--- src/rtl/urisc_mem_pkg.sv ---
// Shared definitions for the URISC data-memory initiator and the core decoder.
//   op_t / OP_*  : request opcode encoding (READ, WRITE, SUB, reserved)
//   state_t      : initiator sequencing states
package urisc_mem_pkg;

  typedef logic [1:0] op_t;

  localparam op_t OP_READ  = 2'b00;
  localparam op_t OP_WRITE = 2'b01;
  localparam op_t OP_SUB   = 2'b10;
  localparam op_t OP_RSVD  = 2'b11;

  typedef enum logic [2:0] {
    ST_IDLE,
    ST_RD_A,
    ST_RD_B,
    ST_WR,
    ST_RESP
  } state_t;

endpackage

--- src/rtl/mem_initiator_if.sv ---
// Request/response handshake plus memory bus of the data-memory initiator.
//   req_*  : one request per valid/ready handshake (op, addr_a, addr_b, wdata)
//   rsp_*  : one response per request, held until rsp_valid & rsp_ready
//   mem_*  : registered CS/Read/Write/Addr/Data strobes, combinational read data
// modport master : the initiator (owns the memory bus, answers requests)
// modport slave  : the environment (core issuing requests + memory responder)
interface mem_initiator_if #(
  parameter int WIDTH = 16,
  parameter int AW    = 9
);
  logic             req_valid;
  logic             req_ready;
  logic [1:0]       req_op;
  logic [AW-1:0]    req_addr_a;
  logic [AW-1:0]    req_addr_b;
  logic [WIDTH-1:0] req_wdata;
  logic             rsp_valid;
  logic             rsp_ready;
  logic [WIDTH-1:0] rsp_rdata;
  logic             rsp_leq;
  logic             mem_cs;
  logic             mem_read;
  logic             mem_write;
  logic [AW-1:0]    mem_addr;
  logic [WIDTH-1:0] mem_wdata;
  logic [WIDTH-1:0] mem_rdata;

  modport master (
    input  req_valid, req_op, req_addr_a, req_addr_b, req_wdata, rsp_ready, mem_rdata,
    output req_ready, rsp_valid, rsp_rdata, rsp_leq,
           mem_cs, mem_read, mem_write, mem_addr, mem_wdata
  );

  modport slave (
    output req_valid, req_op, req_addr_a, req_addr_b, req_wdata, rsp_ready, mem_rdata,
    input  req_ready, rsp_valid, rsp_rdata, rsp_leq,
           mem_cs, mem_read, mem_write, mem_addr, mem_wdata
  );
endinterface

--- src/rtl/mem_initiator.sv ---
// Bus initiator for the single-port data memory. Accepts one request at a time,
// sequences the memory strobes and returns one response.
//   READ  : IDLE -> RD_A -> RESP
//   WRITE : IDLE -> WR -> RESP
//   SUB   : IDLE -> RD_A -> RD_B -> WR -> RESP, mem[b] <= mem[b] - mem[a],
//           rsp_leq = (result as signed) <= 0
//   RSVD  : IDLE -> RESP, no strobes, zero response
// Ports: clk, reset (sync, active-high), bus (mem_initiator_if.master).
// Memory strobes are registered: they are computed from the next state so that
// they are high exactly during RD_A, RD_B and WR.
module mem_initiator
  import urisc_mem_pkg::*;
#(
  parameter int WIDTH = 16,
  parameter int DEPTH = 512
) (
  input logic             clk,
  input logic             reset,
  mem_initiator_if.master bus
);
  localparam int AW = $clog2(DEPTH);

  function automatic logic is_leq(input logic signed [WIDTH-1:0] x);
    return x[WIDTH-1] | (x == '0);
  endfunction

  state_t                  state_q, state_d;
  op_t                     op_q, op_d;
  logic [AW-1:0]           addr_a_q, addr_a_d;
  logic [AW-1:0]           addr_b_q, addr_b_d;
  logic signed [WIDTH-1:0] opa_q, opa_d;
  logic signed [WIDTH-1:0] rsp_rdata_q, rsp_rdata_d;
  logic                    rsp_leq_q, rsp_leq_d;
  logic                    mem_cs_q, mem_cs_d;
  logic                    mem_read_q, mem_read_d;
  logic                    mem_write_q, mem_write_d;
  logic [AW-1:0]           mem_addr_q, mem_addr_d;
  logic signed [WIDTH-1:0] mem_wdata_q, mem_wdata_d;

  logic                    accept;
  logic signed [WIDTH-1:0] sub_res;

  assign accept  = bus.req_valid & bus.req_ready;
  // Only meaningful in RD_B, where mem_rdata carries mem[b].
  assign sub_res = $signed(bus.mem_rdata) - opa_q;

  assign bus.req_ready = (state_q == ST_IDLE) & ~reset;
  assign bus.rsp_valid = (state_q == ST_RESP);
  assign bus.rsp_rdata = rsp_rdata_q;
  assign bus.rsp_leq   = rsp_leq_q;
  assign bus.mem_cs    = mem_cs_q;
  assign bus.mem_read  = mem_read_q;
  assign bus.mem_write = mem_write_q;
  assign bus.mem_addr  = mem_addr_q;
  assign bus.mem_wdata = mem_wdata_q;

  // State and datapath registers
  always_ff @(posedge clk) begin
    if (reset) begin
      state_q     <= ST_IDLE;
      op_q        <= OP_READ;
      addr_a_q    <= '0;
      addr_b_q    <= '0;
      opa_q       <= '0;
      rsp_rdata_q <= '0;
      rsp_leq_q   <= 1'b0;
      mem_cs_q    <= 1'b0;
      mem_read_q  <= 1'b0;
      mem_write_q <= 1'b0;
      mem_addr_q  <= '0;
      mem_wdata_q <= '0;
    end else begin
      state_q     <= state_d;
      op_q        <= op_d;
      addr_a_q    <= addr_a_d;
      addr_b_q    <= addr_b_d;
      opa_q       <= opa_d;
      rsp_rdata_q <= rsp_rdata_d;
      rsp_leq_q   <= rsp_leq_d;
      mem_cs_q    <= mem_cs_d;
      mem_read_q  <= mem_read_d;
      mem_write_q <= mem_write_d;
      mem_addr_q  <= mem_addr_d;
      mem_wdata_q <= mem_wdata_d;
    end
  end

  // Next-state logic
  always_comb begin
    state_d = state_q;
    unique case (state_q)
      ST_IDLE: begin
        if (accept) begin
          unique case (bus.req_op)
            OP_READ:  state_d = ST_RD_A;
            OP_WRITE: state_d = ST_WR;
            OP_SUB:   state_d = ST_RD_A;
            default:  state_d = ST_RESP;
          endcase
        end
      end
      ST_RD_A: state_d = (op_q == OP_SUB) ? ST_RD_B : ST_RESP;
      ST_RD_B: state_d = ST_WR;
      ST_WR:   state_d = ST_RESP;
      ST_RESP: if (bus.rsp_ready) state_d = ST_IDLE;
      default: state_d = ST_IDLE;
    endcase
  end

  // Output and datapath logic
  always_comb begin
    op_d        = op_q;
    addr_a_d    = addr_a_q;
    addr_b_d    = addr_b_q;
    opa_d       = opa_q;
    rsp_rdata_d = rsp_rdata_q;
    rsp_leq_d   = rsp_leq_q;

    if (state_q == ST_IDLE && accept) begin
      op_d        = bus.req_op;
      addr_a_d    = bus.req_addr_a;
      addr_b_d    = bus.req_addr_b;
      rsp_rdata_d = '0;
      rsp_leq_d   = 1'b0;
    end
    if (state_q == ST_RD_A) begin
      opa_d = $signed(bus.mem_rdata);
      if (op_q == OP_READ) rsp_rdata_d = $signed(bus.mem_rdata);
    end
    if (state_q == ST_RD_B) begin
      rsp_rdata_d = sub_res;
      rsp_leq_d   = is_leq(sub_res);
    end

    // Strobes follow the state being entered; IDLE-sourced values come straight
    // from the request because the capture registers load on the same edge.
    mem_cs_d    = 1'b0;
    mem_read_d  = 1'b0;
    mem_write_d = 1'b0;
    mem_addr_d  = '0;
    mem_wdata_d = '0;
    unique case (state_d)
      ST_RD_A: begin
        mem_cs_d   = 1'b1;
        mem_read_d = 1'b1;
        mem_addr_d = bus.req_addr_a;
      end
      ST_RD_B: begin
        mem_cs_d   = 1'b1;
        mem_read_d = 1'b1;
        mem_addr_d = addr_b_q;
      end
      ST_WR: begin
        mem_cs_d    = 1'b1;
        mem_write_d = 1'b1;
        if (state_q == ST_IDLE) begin
          mem_addr_d  = bus.req_addr_a;
          mem_wdata_d = $signed(bus.req_wdata);
        end else begin
          mem_addr_d  = addr_b_q;
          mem_wdata_d = sub_res;
        end
      end
      default: ;
    endcase
  end

endmodule

--- src/flat_wrapper.sv ---
// flat-port wrapper written by rule: the top's interface ports become plain ports
module mem_initiator_flat import urisc_mem_pkg::*;
#(
  parameter int WIDTH = 16,
  parameter int DEPTH = 512
)
  (clk, reset, bus_req_valid, bus_req_op, bus_req_addr_a, bus_req_addr_b, bus_req_wdata, bus_rsp_ready, bus_mem_rdata, bus_req_ready, bus_rsp_valid, bus_rsp_rdata, bus_rsp_leq, bus_mem_cs, bus_mem_read, bus_mem_write, bus_mem_addr, bus_mem_wdata);
  mem_initiator_if #(.WIDTH(WIDTH), .AW((9))) bus_i ();
  input logic clk;
  input logic reset;
  input wire logic [$bits(bus_i.req_valid)-1:0] bus_req_valid;
  input wire logic [$bits(bus_i.req_op)-1:0] bus_req_op;
  input wire logic [$bits(bus_i.req_addr_a)-1:0] bus_req_addr_a;
  input wire logic [$bits(bus_i.req_addr_b)-1:0] bus_req_addr_b;
  input wire logic [$bits(bus_i.req_wdata)-1:0] bus_req_wdata;
  input wire logic [$bits(bus_i.rsp_ready)-1:0] bus_rsp_ready;
  input wire logic [$bits(bus_i.mem_rdata)-1:0] bus_mem_rdata;
  output wire logic [$bits(bus_i.req_ready)-1:0] bus_req_ready;
  output wire logic [$bits(bus_i.rsp_valid)-1:0] bus_rsp_valid;
  output wire logic [$bits(bus_i.rsp_rdata)-1:0] bus_rsp_rdata;
  output wire logic [$bits(bus_i.rsp_leq)-1:0] bus_rsp_leq;
  output wire logic [$bits(bus_i.mem_cs)-1:0] bus_mem_cs;
  output wire logic [$bits(bus_i.mem_read)-1:0] bus_mem_read;
  output wire logic [$bits(bus_i.mem_write)-1:0] bus_mem_write;
  output wire logic [$bits(bus_i.mem_addr)-1:0] bus_mem_addr;
  output wire logic [$bits(bus_i.mem_wdata)-1:0] bus_mem_wdata;
  assign bus_i.req_valid = bus_req_valid;
  assign bus_i.req_op = bus_req_op;
  assign bus_i.req_addr_a = bus_req_addr_a;
  assign bus_i.req_addr_b = bus_req_addr_b;
  assign bus_i.req_wdata = bus_req_wdata;
  assign bus_i.rsp_ready = bus_rsp_ready;
  assign bus_i.mem_rdata = bus_mem_rdata;
  assign bus_req_ready = bus_i.req_ready;
  assign bus_rsp_valid = bus_i.rsp_valid;
  assign bus_rsp_rdata = bus_i.rsp_rdata;
  assign bus_rsp_leq = bus_i.rsp_leq;
  assign bus_mem_cs = bus_i.mem_cs;
  assign bus_mem_read = bus_i.mem_read;
  assign bus_mem_write = bus_i.mem_write;
  assign bus_mem_addr = bus_i.mem_addr;
  assign bus_mem_wdata = bus_i.mem_wdata;
  mem_initiator #(.WIDTH(WIDTH), .DEPTH(DEPTH)) u_core (.clk(clk), .reset(reset), .bus(bus_i));
endmodule
--- config.mk ---
export PLATFORM = sky130hd
export DESIGN_NAME = mem_initiator_flat
export DESIGN_NICKNAME = d
export VERILOG_FILES = /design/src/rtl/urisc_mem_pkg.sv /design/src/rtl/mem_initiator_if.sv /design/src/rtl/mem_initiator.sv /design/src/flat_wrapper.sv
export SDC_FILE = /design/constraint.sdc
export NUM_CORES = 1
export LEC_CHECK = 0
export CAP_MARGIN = 20
export CORE_MARGIN = 5
export CORE_UTILIZATION = 47
export CTS_CLUSTER_DIAMETER = 200
export CTS_CLUSTER_SIZE = 8
export DETAILED_ROUTE_END_ITERATION = 12
export PLACE_DENSITY = 0.78
export SLEW_MARGIN = 20
export SYNTH_ARGS = -nofsm -noshare
export SYNTH_HDL_FRONTEND = slang
export SYNTH_SLANG_ARGS = --single-unit
--- constraint.sdc ---
create_clock -name clk -period 4.3 [get_ports clk]
set_clock_uncertainty 0.05 [all_clocks]
set_input_delay 0.86 -clock clk [delete_from_list [all_inputs] [get_ports clk]]
set_output_delay 0.86 -clock clk [all_outputs]
set_load 0.02 [all_outputs]
==> results of run 1 <==
-- final timing paths --
check               startpoint                        to
min           u_core.opa_q[14]          u_core.opa_q[14]
max           bus_mem_rdata[0]  u_core.bus.rsp_rdata[10]
min reg2reg   u_core.opa_q[14]          u_core.opa_q[14]
max reg2reg  u_core.state_q[0]   u_core.bus.mem_wdata[1]
-- cells in the mapped netlist, types with 7 or more instances --
library cell / instances / area, um2
o21ai_0: 12 / 60.1
dfxtp_1: 75 / 1500
clkbuf_1: 20 / 75.1
nor3_1: 9 / 45.0
ha_1: 15 / 188
a311oi_1: 10 / 87.6
and3_1: 10 / 62.6
a22oi_1: 9 / 67.6
nand2_1: 89 / 334
buf_2: 8 / 40.0
a211oi_1: 19 / 143
a21oi_1: 31 / 155
a21oi_2: 9 / 78.8
nor2_1: 42 / 158
o21ai_1: 7 / 35.0
nand3_1: 21 / 105
inv_1: 22 / 82.6
-- logic make-up (layout without fill, tap and decap cells) --
family                     count (synthesis)  in the layout  share of synthesized area, %
and+or+nand+nor                          204            204                          24.3
AOI/OAI and AO/OA                        130            130                          23.8
DFF                                       75             75                          38.3
buffers and inverters                     56            147                          6.00
adders and majority gates                 16             16                          5.30
xor gates and xnor gates                  10             10                          2.23
-- per-layer routing --
metal	global-route usage (%)	vias to the layer above	wire [um]
met3	3.65	18	899
met1	31.2	1745	5390
li1	-	1895	-
met5	0	-	0
met2	32.8	155	4860
met4	7.57	0	174
-- state kept, by name, indices dropped and copies added, names as in the netlist --
signal	flops
u_core.bus.mem_write	1
u_core.bus.mem_addr	9
u_core.bus.rsp_rdata	16
u_core.opa_q	16
u_core.bus.mem_cs	1
u_core.op_q	2
u_core.bus.rsp_leq	1
u_core.bus.mem_wdata	16
u_core.bus.mem_read	1
u_core.addr_b_q	9
u_core.state_q	3
-- cells in the final DEF, fill, tap and decap left out, drive strengths merged, types with 9 or more instances in the layout --
cell type and n:
a211oi 19, a21oi 40, a22oi 9, a311oi 10
and3 10, clkbuf 9, clkdlybuf4s50 102, dfxtp 75
ha 15, inv 27, nand2 89, nand3 21
nor2 44, nor3 12, o21ai 22
-- power breakdown --
| group | internal (mW) | leakage [nW] | switching, mW | total, mW |
|---|---|---|---|---|
| Clock | 0.218 | 0.0844 | 0.304 | 0.523 |
| Sequential | 0.727 | 0.609 | 0.0188 | 0.745 |
| Combinational | 0.179 | 1.15 | 0.249 | 0.429 |
-- critical path: stages --
cell and delay, ns:
clkdlybuf4s50_1 0.50, inv_1 0.06, ha_1 0.22, fa_1 0.46, nor2b_4 0.17, o211ai_1 0.09
a211o_1 0.31, a21o_1 0.21, xnor2_1 0.29, nor2_1 0.10, a311oi_1 0.28
-- stage by stage --
stage	hold WS (ns)	area, um2	total power, mW	worst slack, ns
after floorplan	0.386	3920	1.02	1.42
after global placement	0.393	4960	1.18	0.769
after detailed placement	0.397	4970	1.18	0.689
after CTS	0.407	5150	1.70	1.01
after global routing	0.427	5150	1.77	0.855
final	0.408	5150	1.70	0.979
-- final cells by class --
type,count,area (um2),area share (%)
Clock buffer,9,124,2.40
Multi-Input combinational cell,360,2190,42.5
Tap cell,105,131,2.55
Inverter,24,90.1,1.75
Timing Repair Buffer,107,1060,20.5
Sequential cell,75,1500,29.1
Clock inverter,7,60.1,1.17
==> metrics.yaml, run 1 <==
status: "finished, final reports clean"
endpoint_kind: "flop"
whs_path_depth: 2
setup-tns-final_ns: 0
initial_core_util_pct: 47.9
vias_per_cell: 5.55
fp.dieW_um: 101
clkTransAtPathRegs_ns: 0.09
syn_to_final_growth_pct: 31.5
first_pass_iters: 5
wire_per_inst_um: 16.5
startpoint_type: "input port"
finalWirelength_um: 11300
gr-total-overflow: 0
clock.fmax_ghz: 0.301
crit_arrival_ns: 3.53
rows: 33
drt-initial-drc-count: 257
async_flop_share_pct: 0
hold_path.class: "flop to flop"
cp.required_ns: 4.51
cts_hold_buf: 0
io_pins: 103
drc: 0
synth_edf_count: 0
layoutNonFillerInstCount: 687
numPortBuffers: 102
num_antenna_cells: 0
path_class: "input port to flop"
period_needed_ns: 3.32
fin_crit_sh_pct: 77.2
tritoncts: "built"
antenna_found_initial: 0
setup_viol: 0
fill_cells: 728
fin_util_pct: 63.0
ys_seq_elements: 75
ys_warn_count: 0
yosysSeqAreaShare_pct: 38.3
slew_headroom_pct: 42.6
core_region_area_um2: 8180
cts_setup_buffers: 0
cts.sink_count: 75
cts_buffer_depth: 2
grt_pass1_wl_um: 17700
postRouteAntennaNets: 0
die_y_um: 101
synth.distinct_cells: 61
reg2reg_depth: 7
num-nets-final: 649
synth_area_um2: 3920
maxCapViolations: 0
finalHoldViolations: 0
h-tree-depth: 3
pwr_density_cell_nw_per_um2: 329
place_congestion: 0.906
layout-drive-gt1-share_pct: 8.08
yosys_most_used_dff: "dfxtp_1"
grt_setup_unrepaired: "false"
synth_cells: 491
power.leakage_nw: 1.84
vias: 3813
cts_inserted_buffers: 9
dpl.cell_count: 671
tightest_slew_ns: 0.861
grtUsageTotal_pct: 21.7
synth.avg_cell_area_um2: 7.98
maxSlewViolCount: 0
cp_max_fo: 3
dp_hpwl_um: 8350
grt_max_degree: 40
root_buffer: "clkbuf_8"
design.die.area_um2: 10300
syn_nets: 563
rrSetupSlack_ns: 1.53
grt_pass1_vias: 3507
ir_drop_mv: 0.189
clkLatencyLatePin_ns: 0.35
post_cts_resized: 0
No activity file was read; power rests on OpenSTA's default activity.
==> inputs of run 2 (changes only) <==
==> constraint.sdc (replaced) <==
create_clock -name clk -period 3.4 [get_ports clk]
set_clock_uncertainty 0.05 [all_clocks]
set_input_delay 0.68 -clock clk [delete_from_list [all_inputs] [get_ports clk]]
set_output_delay 0.68 -clock clk [all_outputs]
set_load 0.02 [all_outputs]
==> metrics.yaml, run 2 (synthesis gave the netlist of run 1 again) <==
grt_setup_unrepaired: "false"
cp_max_fo: 3  # unchanged
post_cts_resized: 0  # unchanged
finalPower_mw: 2.23  # +31%
status: "finished, final reports clean"
root_buffer: "clkbuf_8"
period_needed_ns: 3.08
met2_length_um: 5170  # +6.2%
clock.fmax_ghz: 0.325
power.switching_mw: 0.720  # +26%
switching_share_pct: 32.3  # -1.4 points
dpl.cell_count: 677  # +0.89%
setup_viol: 0  # unchanged
clkTransAtPathRegs_ns: 0.08  # about the same
die_y_um: 101  # unchanged
vias_per_cell: 5.60  # +0.88%
cp.required_ns: 3.61  # -0.90 ns
cts_hold_buf: 0  # unchanged
top_layer: "met4"
placed_area_um2: 5010  # +0.78%
rows: 33  # unchanged
drt-initial-drc-count: 181  # -30%
grtUsageTotal_pct: 22.3  # +0.57 points
layoutNonFillerInstCount: 693  # +0.87%
initial_core_util_pct: 47.9  # unchanged
crit_end: "u_core.bus.rsp_rdata[10]"
clkPwrFrac_pct: 32.8  # +2.0 points
fp.dieW_um: 101  # unchanged
layout-drive-gt1-share_pct: 9.18  # +1.1 points
route.met3.wl_um: 926  # +3.0%
maxCapViolations: 0  # unchanged
first_pass_iters: 5  # unchanged
wire_per_inst_um: 16.7  # +1.3%
crit_start: "bus_mem_rdata[0]"
fill_cells: 713  # -2.1%
design_area_um2: 5220  # +1.2%
pwr_density_cell_nw_per_um2: 427  # +30%
hold_path.class: "flop to flop"
ir_drop_mv: 0.213  # +13%
design.die.area_um2: 10300  # unchanged
vias: 3880  # +1.8%
grt_pass1_wl_um: 18400  # +4.0%
cts_buffer_depth: 2  # unchanged
rrSetupSlack_ns: 0.75  # -0.78 ns
gr-total-overflow: 0  # unchanged
cts_inserted_buffers: 9  # unchanged
h-tree-depth: 3  # unchanged
slew_headroom_pct: 45.3  # +2.7 points
grt_max_degree: 23  # -43%
syn_to_final_growth_pct: 33.1
power.leakage_nw: 1.89  # +2.6%
drc: 0  # unchanged
antenna_found_initial: 0  # unchanged
endpoint_kind: "flop"
intPower_mw: 1.51  # +34%
crit_arrival_ns: 3.28  # -0.25 ns
r2r_end: "u_core.bus.rsp_rdata[0]"
mostFrequentLayoutCell: "clkdlybuf4s50_1"
fin_crit_sh_pct: 90.5
reg2reg_from: "u_core.state_q[2]"
core_region_area_um2: 8180  # unchanged
place_congestion: 0.920  # +1.6%
cts_setup_buffers: 0  # unchanged
io_pins: 103  # unchanged
num_antenna_cells: 0  # unchanged
grt_pass1_vias: 3650  # +4.1%
finalWirelength_um: 11600  # +2.2%
tightest_slew_ns: 0.820  # -0.0403 ns
maxSlewViolCount: 0  # unchanged
layout_common_cells: "clkdlybuf4s50_1 (102), nand2_1 (89), dfxtp_1 (75)"
cts.sink_count: 75  # unchanged
setup-tns-final_ns: 0  # unchanged
postRouteAntennaNets: 0  # unchanged
numPortBuffers: 102  # unchanged
seq_power_share_pct: 42.3  # -1.6 points
clkLatencyLatePin_ns: 0.35  # about the same
startpoint_type: "input port"
dp_hpwl_um: 8750  # +4.8%
combPwrFrac_pct: 24.9  # -0.4 points
reg2reg_depth: 6  # -1
m1WireLength_um: 5370  # -0.24%
num-nets-final: 655  # +0.92%
finalHoldViolations: 0  # unchanged
tritoncts: "built"
path_class: "input port to flop"
[run 2: per-stage QoR]
step,setup slack (ns),utilization [%],hold slack (ns)
after CTS,0.354,63.8,0.410
final,0.324,63.8,0.411
after floorplan,0.703,-,0.386
after detailed placement,-0.00734,61.3,0.398
after global routing,0.144,63.8,0.426
after global placement,0.0874,61.3,0.393
[run 2: power groups by stage]
stage / registers [mW] / logic [mW] / clock network, mW
finish: 0.943 / 0.555 / 0.729
global route: 0.948 / 0.602 / 0.776
CTS: 0.942 / 0.551 / 0.738
detailed placement: 0.963 / 0.549 / 0
global placement: 0.961 / 0.539 / 0
floorplan: 0.981 / 0.312 / 0
[run 2: worst min-delay path by stage]
stage,cells past startpoint,from,to
final,2,u_core.opa_q[14],u_core.opa_q[14]
after global routing,2,u_core.opa_q[4],u_core.opa_q[4]
after CTS,2,u_core.opa_q[14],u_core.opa_q[14]
after detailed placement,2,u_core.opa_q[14],u_core.opa_q[14]
after global placement,2,u_core.opa_q[5],u_core.opa_q[5]
after floorplan,2,u_core.opa_q[10],u_core.opa_q[10]
[run 2: final cells by class]
type	count	area (um2)	share of cell area, %
flip-flops and latches	75	1500	28.8
repair buffers	113	1100	21.2
clock inverters	7	82.6	1.58
inverters	24	90.1	1.73
well taps	105	131	2.52
clock buffers	9	124	2.37
multi-input cells	360	2180	41.9
[run 2: routing by layer]
metal / GRT usage, % / vias up
li1: - / 1906
met1: 31.4 / 1828
met2: 35.1 / 136
met3: 3.86 / 10
met4: 6.24 / 0
met5: 0 / -
[run 2: critical path: stages]
cell	delay (ns)
clkdlybuf4s50_1	0.48
inv_1	0.05
ha_1	0.22
fa_1	0.46
nor2b_4	0.17
o211ai_1	0.10
a211o_1	0.31
a21o_1	0.20
xnor2_1	0.27
nor2_1	0.07
a311oi_1	0.26
==> variant 1, RTL diff (settings of run 2) <==
Re-encode `state_t` (5 states) as one-hot, 5 bits wide.
--- a/src/rtl/urisc_mem_pkg.sv
+++ b/src/rtl/urisc_mem_pkg.sv
@@ -10,12 +10,12 @@
   localparam op_t OP_SUB   = 2'b10;
   localparam op_t OP_RSVD  = 2'b11;
 
-  typedef enum logic [2:0] {
-    ST_IDLE,
-    ST_RD_A,
-    ST_RD_B,
-    ST_WR,
-    ST_RESP
+  typedef enum logic [4:0] {
+    ST_IDLE = 5'b00001,
+    ST_RD_A = 5'b00010,
+    ST_RD_B = 5'b00100,
+    ST_WR   = 5'b01000,
+    ST_RESP = 5'b10000
   } state_t;
 
 endpackage
Formal check against the unedited RTL: same outputs for any inputs over 10 cycles, from zero or initial values and one cycle with reset high; not proved beyond that.
==> variant 1 against run 2 <==
Routed wire length down 9.5%; critical path depth unchanged; total power decreased by 10%; register-to-register slack improved by 0.14 ns; cell count fell by 2.0%; hold slack worse by 0.0026 ns; worst setup slack gained 0.027 ns; sequential cell count up 2; synthesized cell count fell by 3.7%; design area decreased by 3.0%; area after synthesis down 4.4%.
==> variant 1: results (changes against run 2) <==
| Metric | Value |
|---|---|
| Status | complete, no violations |
| First-pass GRT wire length | 17.0 mm (-7.5%) |
| Peak supply drop | 0.000199 V (-6.4%) |
| GR Util met1 | 29.1% (-2.3 points) |
| Seq/Total Area, Yosys | 41.2% (+2.8 points) |
| Number of global-route vias before repair | 3521 (-3.5%) |
| Synth Area in XOR/XNOR | 3.27% (+1.0 points) |
| R2R setup slack | 0.89 ns (+0.14 ns) |
| Vias | 3704 (-4.5%) |
| Metal-1 WL | 4.93 mm (-8.2%) |
| Largest net degree at the start of global routing | 48 (+110%) |
| GRT Overall Usage | 21.0% (-1.3 points) |
| Main area contributors after synthesis | dfxtp_1, a21oi_1, nand2_1 |
| Post-synthesis mux area share | 0.267% (+0.27 points) |
| Switch share | 27.7% (-4.6 points) |
| Share of async-settable or async-resettable flops after synthesis | 0% (unchanged) |
| Met2 GRT Util | 32.6% (-2.5 points) |
| 1st-iter DRT viols | 306 (+69%) |
| Hold Crit Endpoint | u_core.opa_q[9]$_SDFFE_PP0P_ |
| Adder-Cell Fraction of Synth Area | 5.55% (+0.25 points) |
| Uppermost layer routed | met4 |
| Met2 Routed Length | 4.62 mm (-11%) |
| Worst r2r path cells | 8 (+2) |
| H-tree depth | 3 (unchanged) |
| P_leak | 1.84 nW (-2.5%) |
| WL final | 10.5 mm (-9.5%) |
| Compound-cell area share of the yosys netlist | 20.3% (-3.5 points) |
| Final core occ | 65.5% (+1.7 points) |
| Met3 GRT Util | 4.56% (+0.70 points) |
| CP max stage delay | 0.47 ns |
| Layout cells sized above 1 | 6.93% (-2.3 points) |
| Gate power share | 18.9% (-6.0 points) |
| Crit path arrival time | 3.25 ns (-0.03 ns) |
| Hold_sp | u_core.opa_q[9]$_SDFFE_PP0P_ |
| Post-DP HPWL | 7.80 mm (-11%) |
| Clk. pwr | 0.000681 W (-6.6%) |
| NetSw | 0.000555 W (-23%) |
| Commonest cells post-synth | nand2_1, dfxtp_1, a21oi_1 |
| DR pass1 iterations | 5 (unchanged) |
| Fill count | 686 (-3.8%) |
| Worst setup path end | u_core.bus.rsp_leq$_SDFFE_PP0P_ |
| Root buffer cell | clkbuf_8 |
| Cell family with most CP delay | simple AND/OR/NAND/NOR gates |
| Met3 WL | 740 um (-20%) |
| Crit Path Max Fanout | 4 (+1) |
| Syn_nets | 545 (-3.2%) |
| Post-DP Area | 0.00487 mm^2 (-2.7%) |
| Synth cell types | 57 (-6.6%) |
| Slew @ Worst Pin | 0.685 ns (-0.136 ns) |
| Gpl congestion | 0.928 (+0.87%) |
| Layout net count | 645 (-1.5%) |
## variant 1: changes by cell type after synthesis, sizes merged, moves of 4 or more
cell / before / now
nand2b: 4 / 12
nand3: 21 / 15
a211oi: 19 / 12
a21oi: 40 / 67
inv: 24 / 20
nor3: 12 / 7
o21ai: 22 / 15
and3: 10 / 5
xnor2: 6 / 10
a311oi: 10 / 0
buf: 12 / 6
## variant 1: metrics by stage
stage	std cells	setup slack, ns	hold WS [ns]
3_3_place_gp	664	0.0815	0.393
4_1_cts	679	0.387	0.407
6_report	679	0.350	0.408
3_5_place_dp	664	0.0368	0.397
5_1_grt	679	0.209	0.430
2_1_floorplan	473	0.720	0.386
## variant 1: cell type report
class / count / share of cell area, %
timing repair buffer: 115 / 22.1
sequential: 77 / 30.4
multi-input combinational: 350 / 39.7
inverter: 20 / 1.48
clock buffer: 11 / 2.79
tap: 102 / 2.52
clock inverter: 4 / 0.964
==> variant 2, RTL diff (settings of run 2) <==
Without the edit above. `WIDTH` is set to 16 in 3 places; all go to 20.
--- a/src/rtl/mem_initiator_if.sv
+++ b/src/rtl/mem_initiator_if.sv
@@ -5,7 +5,7 @@
 // modport master : the initiator (owns the memory bus, answers requests)
 // modport slave  : the environment (core issuing requests + memory responder)
 interface mem_initiator_if #(
-  parameter int WIDTH = 16,
+  parameter int WIDTH = 20,
   parameter int AW    = 9
 );
   logic             req_valid;
--- a/src/rtl/mem_initiator.sv
+++ b/src/rtl/mem_initiator.sv
@@ -11,7 +11,7 @@
 module mem_initiator
   import urisc_mem_pkg::*;
 #(
-  parameter int WIDTH = 16,
+  parameter int WIDTH = 20,
   parameter int DEPTH = 512
 ) (
   input logic             clk,
--- a/src/flat_wrapper.sv
+++ b/src/flat_wrapper.sv
@@ -1,7 +1,7 @@
 // flat-port wrapper written by rule: the top's interface ports become plain ports
 module mem_initiator_flat import urisc_mem_pkg::*;
 #(
-  parameter int WIDTH = 16,
+  parameter int WIDTH = 20,
   parameter int DEPTH = 512
 )
   (clk, reset, bus_req_valid, bus_req_op, bus_req_addr_a, bus_req_addr_b, bus_req_wdata, bus_rsp_ready, bus_mem_rdata, bus_req_ready, bus_rsp_valid, bus_rsp_rdata, bus_rsp_leq, bus_mem_cs, bus_mem_read, bus_mem_write, bus_mem_addr, bus_mem_wdata);
Interface: changed (resized bus_mem_rdata, bus_mem_wdata, bus_req_wdata and bus_rsp_rdata); port bits go from 103 to 119. No check against the original RTL was run, so the function may have changed too.
==> variant 2 against run 2 <==
Register-to-register slack gained 0.03 ns; utilization shrank 0.79 points; total power grew 11%; sequential cell count grew 12; design area grew 16%; routed wire length grew 14%; cell count grew 18%; worst setup slack lost 0.054 ns; count of clock-buffer cells in the layout grew 2; area after synthesis grew 16%; sequential power grew 16%; critical path type unchanged.
==> variant 2: results (changes against run 2) <==
| Metric | Value |
|---|---|
| Reg2reg start | u_core.opa_q[0]$_SDFFE_PP0P_ |
| Gpl congestion | 0.921 (about the same) |
| Adder-Cell Fraction of Synth Area | 5.65% (+0.35 points) |
| Number of port buffers | 118 (+16%) |
| Crit path arrival time | 3.35 ns (+0.07 ns) |
| Post-DP HPWL | 9.89 mm (+13%) |
| Status | complete, no violations |
| Main area contributors after synthesis | dfxtp_1, nand2_1, a21oi_1 |
| Synth cell types | 68 (+11%) |
| Layout Cells excl Fill | 821 (+18%) |
| Post-DP Area | 0.00590 mm^2 (+18%) |
| Commonest cells post-synth | nand2_1, dfxtp_1, nor2_1 |
| Syn Area/Cell | 8.03 um^2 (+0.60%) |
| Pre-CTS WS | -0.106 ns (-0.0983 ns) |
| Seq/Total Area, Yosys | 38.2% (-0.12 points) |
| Final Power | 0.00248 W (+11%) |
| Layout cells sized above 1 | 9.45% (+0.26 points) |
| Switch share | 31.4% (-0.98 points) |
| Post-synthesis mux area share | 0.219% (+0.22 points) |
| Row cnt | 36 (+9.1%) |
| Dpl cells | 806 (+19%) |
| Peak supply drop | 0.000183 V (-14%) |
| Largest net degree at the start of global routing | 59 (+160%) |
| Slew @ Worst Pin | 0.882 ns (+0.0616 ns) |
| Hold_sp | u_core.opa_q[7]$_SDFFE_PP0P_ |
| Worst hold path class | reg2reg |
| Vias | 4539 (+17%) |
| 1st-iter DRT viols | 372 (+110%) |
| Synth Area in XOR/XNOR | 3.84% (+1.6 points) |
| First-pass GRT wire length | 21.0 mm (+15%) |
-- variant 2: cell count changes after synthesis, moves of 5 or more --
cell / before / now
inv_1: 22 / 27
a221oi_1: 0 / 13
nand2_1: 89 / 95
a21oi_1: 31 / 56
nor2_1: 42 / 63
a211oi_1: 19 / 11
a21oi_2: 9 / 1
dfxtp_1: 75 / 87
nand3_1: 21 / 14
nand2b_1: 4 / 12
and3_1: 10 / 3
-- variant 2: critical path, cell delays in order --
cell and delay [ns]:
clkdlybuf4s50_1 0.45, inv_1 0.08, ha_1 0.16, inv_1 0.06, fa_1 0.39, a211oi_2 0.31, o21ai_0 0.17, a31oi_1 0.30
o21ai_1 0.19, xnor2_4 0.18, nand4_1 0.12, o41ai_2 0.27
-- variant 2: per-layer routing --
layer	vias up	track usage, %	wire length, um
li1	2199	-	-
met1	2140	31.1	5910
met2	179	34.6	6060
met3	21	5.25	1050
met4	0	7.66	211
met5	-	0	0
-- variant 2: worst paths after layout --
check,to,slack [ns],cells after the start
worst min-delay path,u_core.opa_q[7]$_SDFFE_PP0P_,0.41,2
worst min register to register,u_core.opa_q[7]$_SDFFE_PP0P_,0.41,2
worst max register to register,u_core.bus.rsp_leq$_SDFFE_PP0P_,0.78,10
worst max-delay path,u_core.bus.rsp_leq$_SDFFE_PP0P_,0.27,12
-- variant 2: metrics by stage --
stage | setup TNS (ns) | utilization [%]
5_1_grt | 0 | 63.0
6_report | 0 | 63.0
2_1_floorplan | 0 | -
4_1_cts | 0 | 63.0
3_5_place_dp | -0.222 | 61.2
3_3_place_gp | -0.0295 | 61.2
-- variant 2: power groups by stage --
stage          Sequential [W]  Clock, W  Combinational (W)
4_1_cts               0.00109  0.000710           0.000677
3_5_place_dp          0.00112         0           0.000673
3_3_place_gp          0.00111         0           0.000661
2_1_floorplan         0.00114         0           0.000383
6_report              0.00109  0.000699           0.000686
5_1_grt               0.00110  0.000763           0.000741
-- variant 2: final cells by class --
| class | count | area, um^2 |
|---|---|---|
| repair buffers | 141 | 1350 |
| well taps | 133 | 166 |
| clock inverters | 4 | 47.5 |
| multi-input cells | 417 | 2530 |
| clock buffers | 11 | 131 |
| fillers | 878 | 3560 |
| flip-flops and latches | 87 | 1740 |
| inverters | 28 | 105 |
-- variant 2: kinds of logic after synthesis --
| family | after synthesis |
|---|---|
| mux | 1 |
| buf+inv | 64 |
| fa+ha+maj | 20 |
| xor+xnor | 17 |
| flops | 87 |
| compound gates | 147 |
| simple gates | 232 |
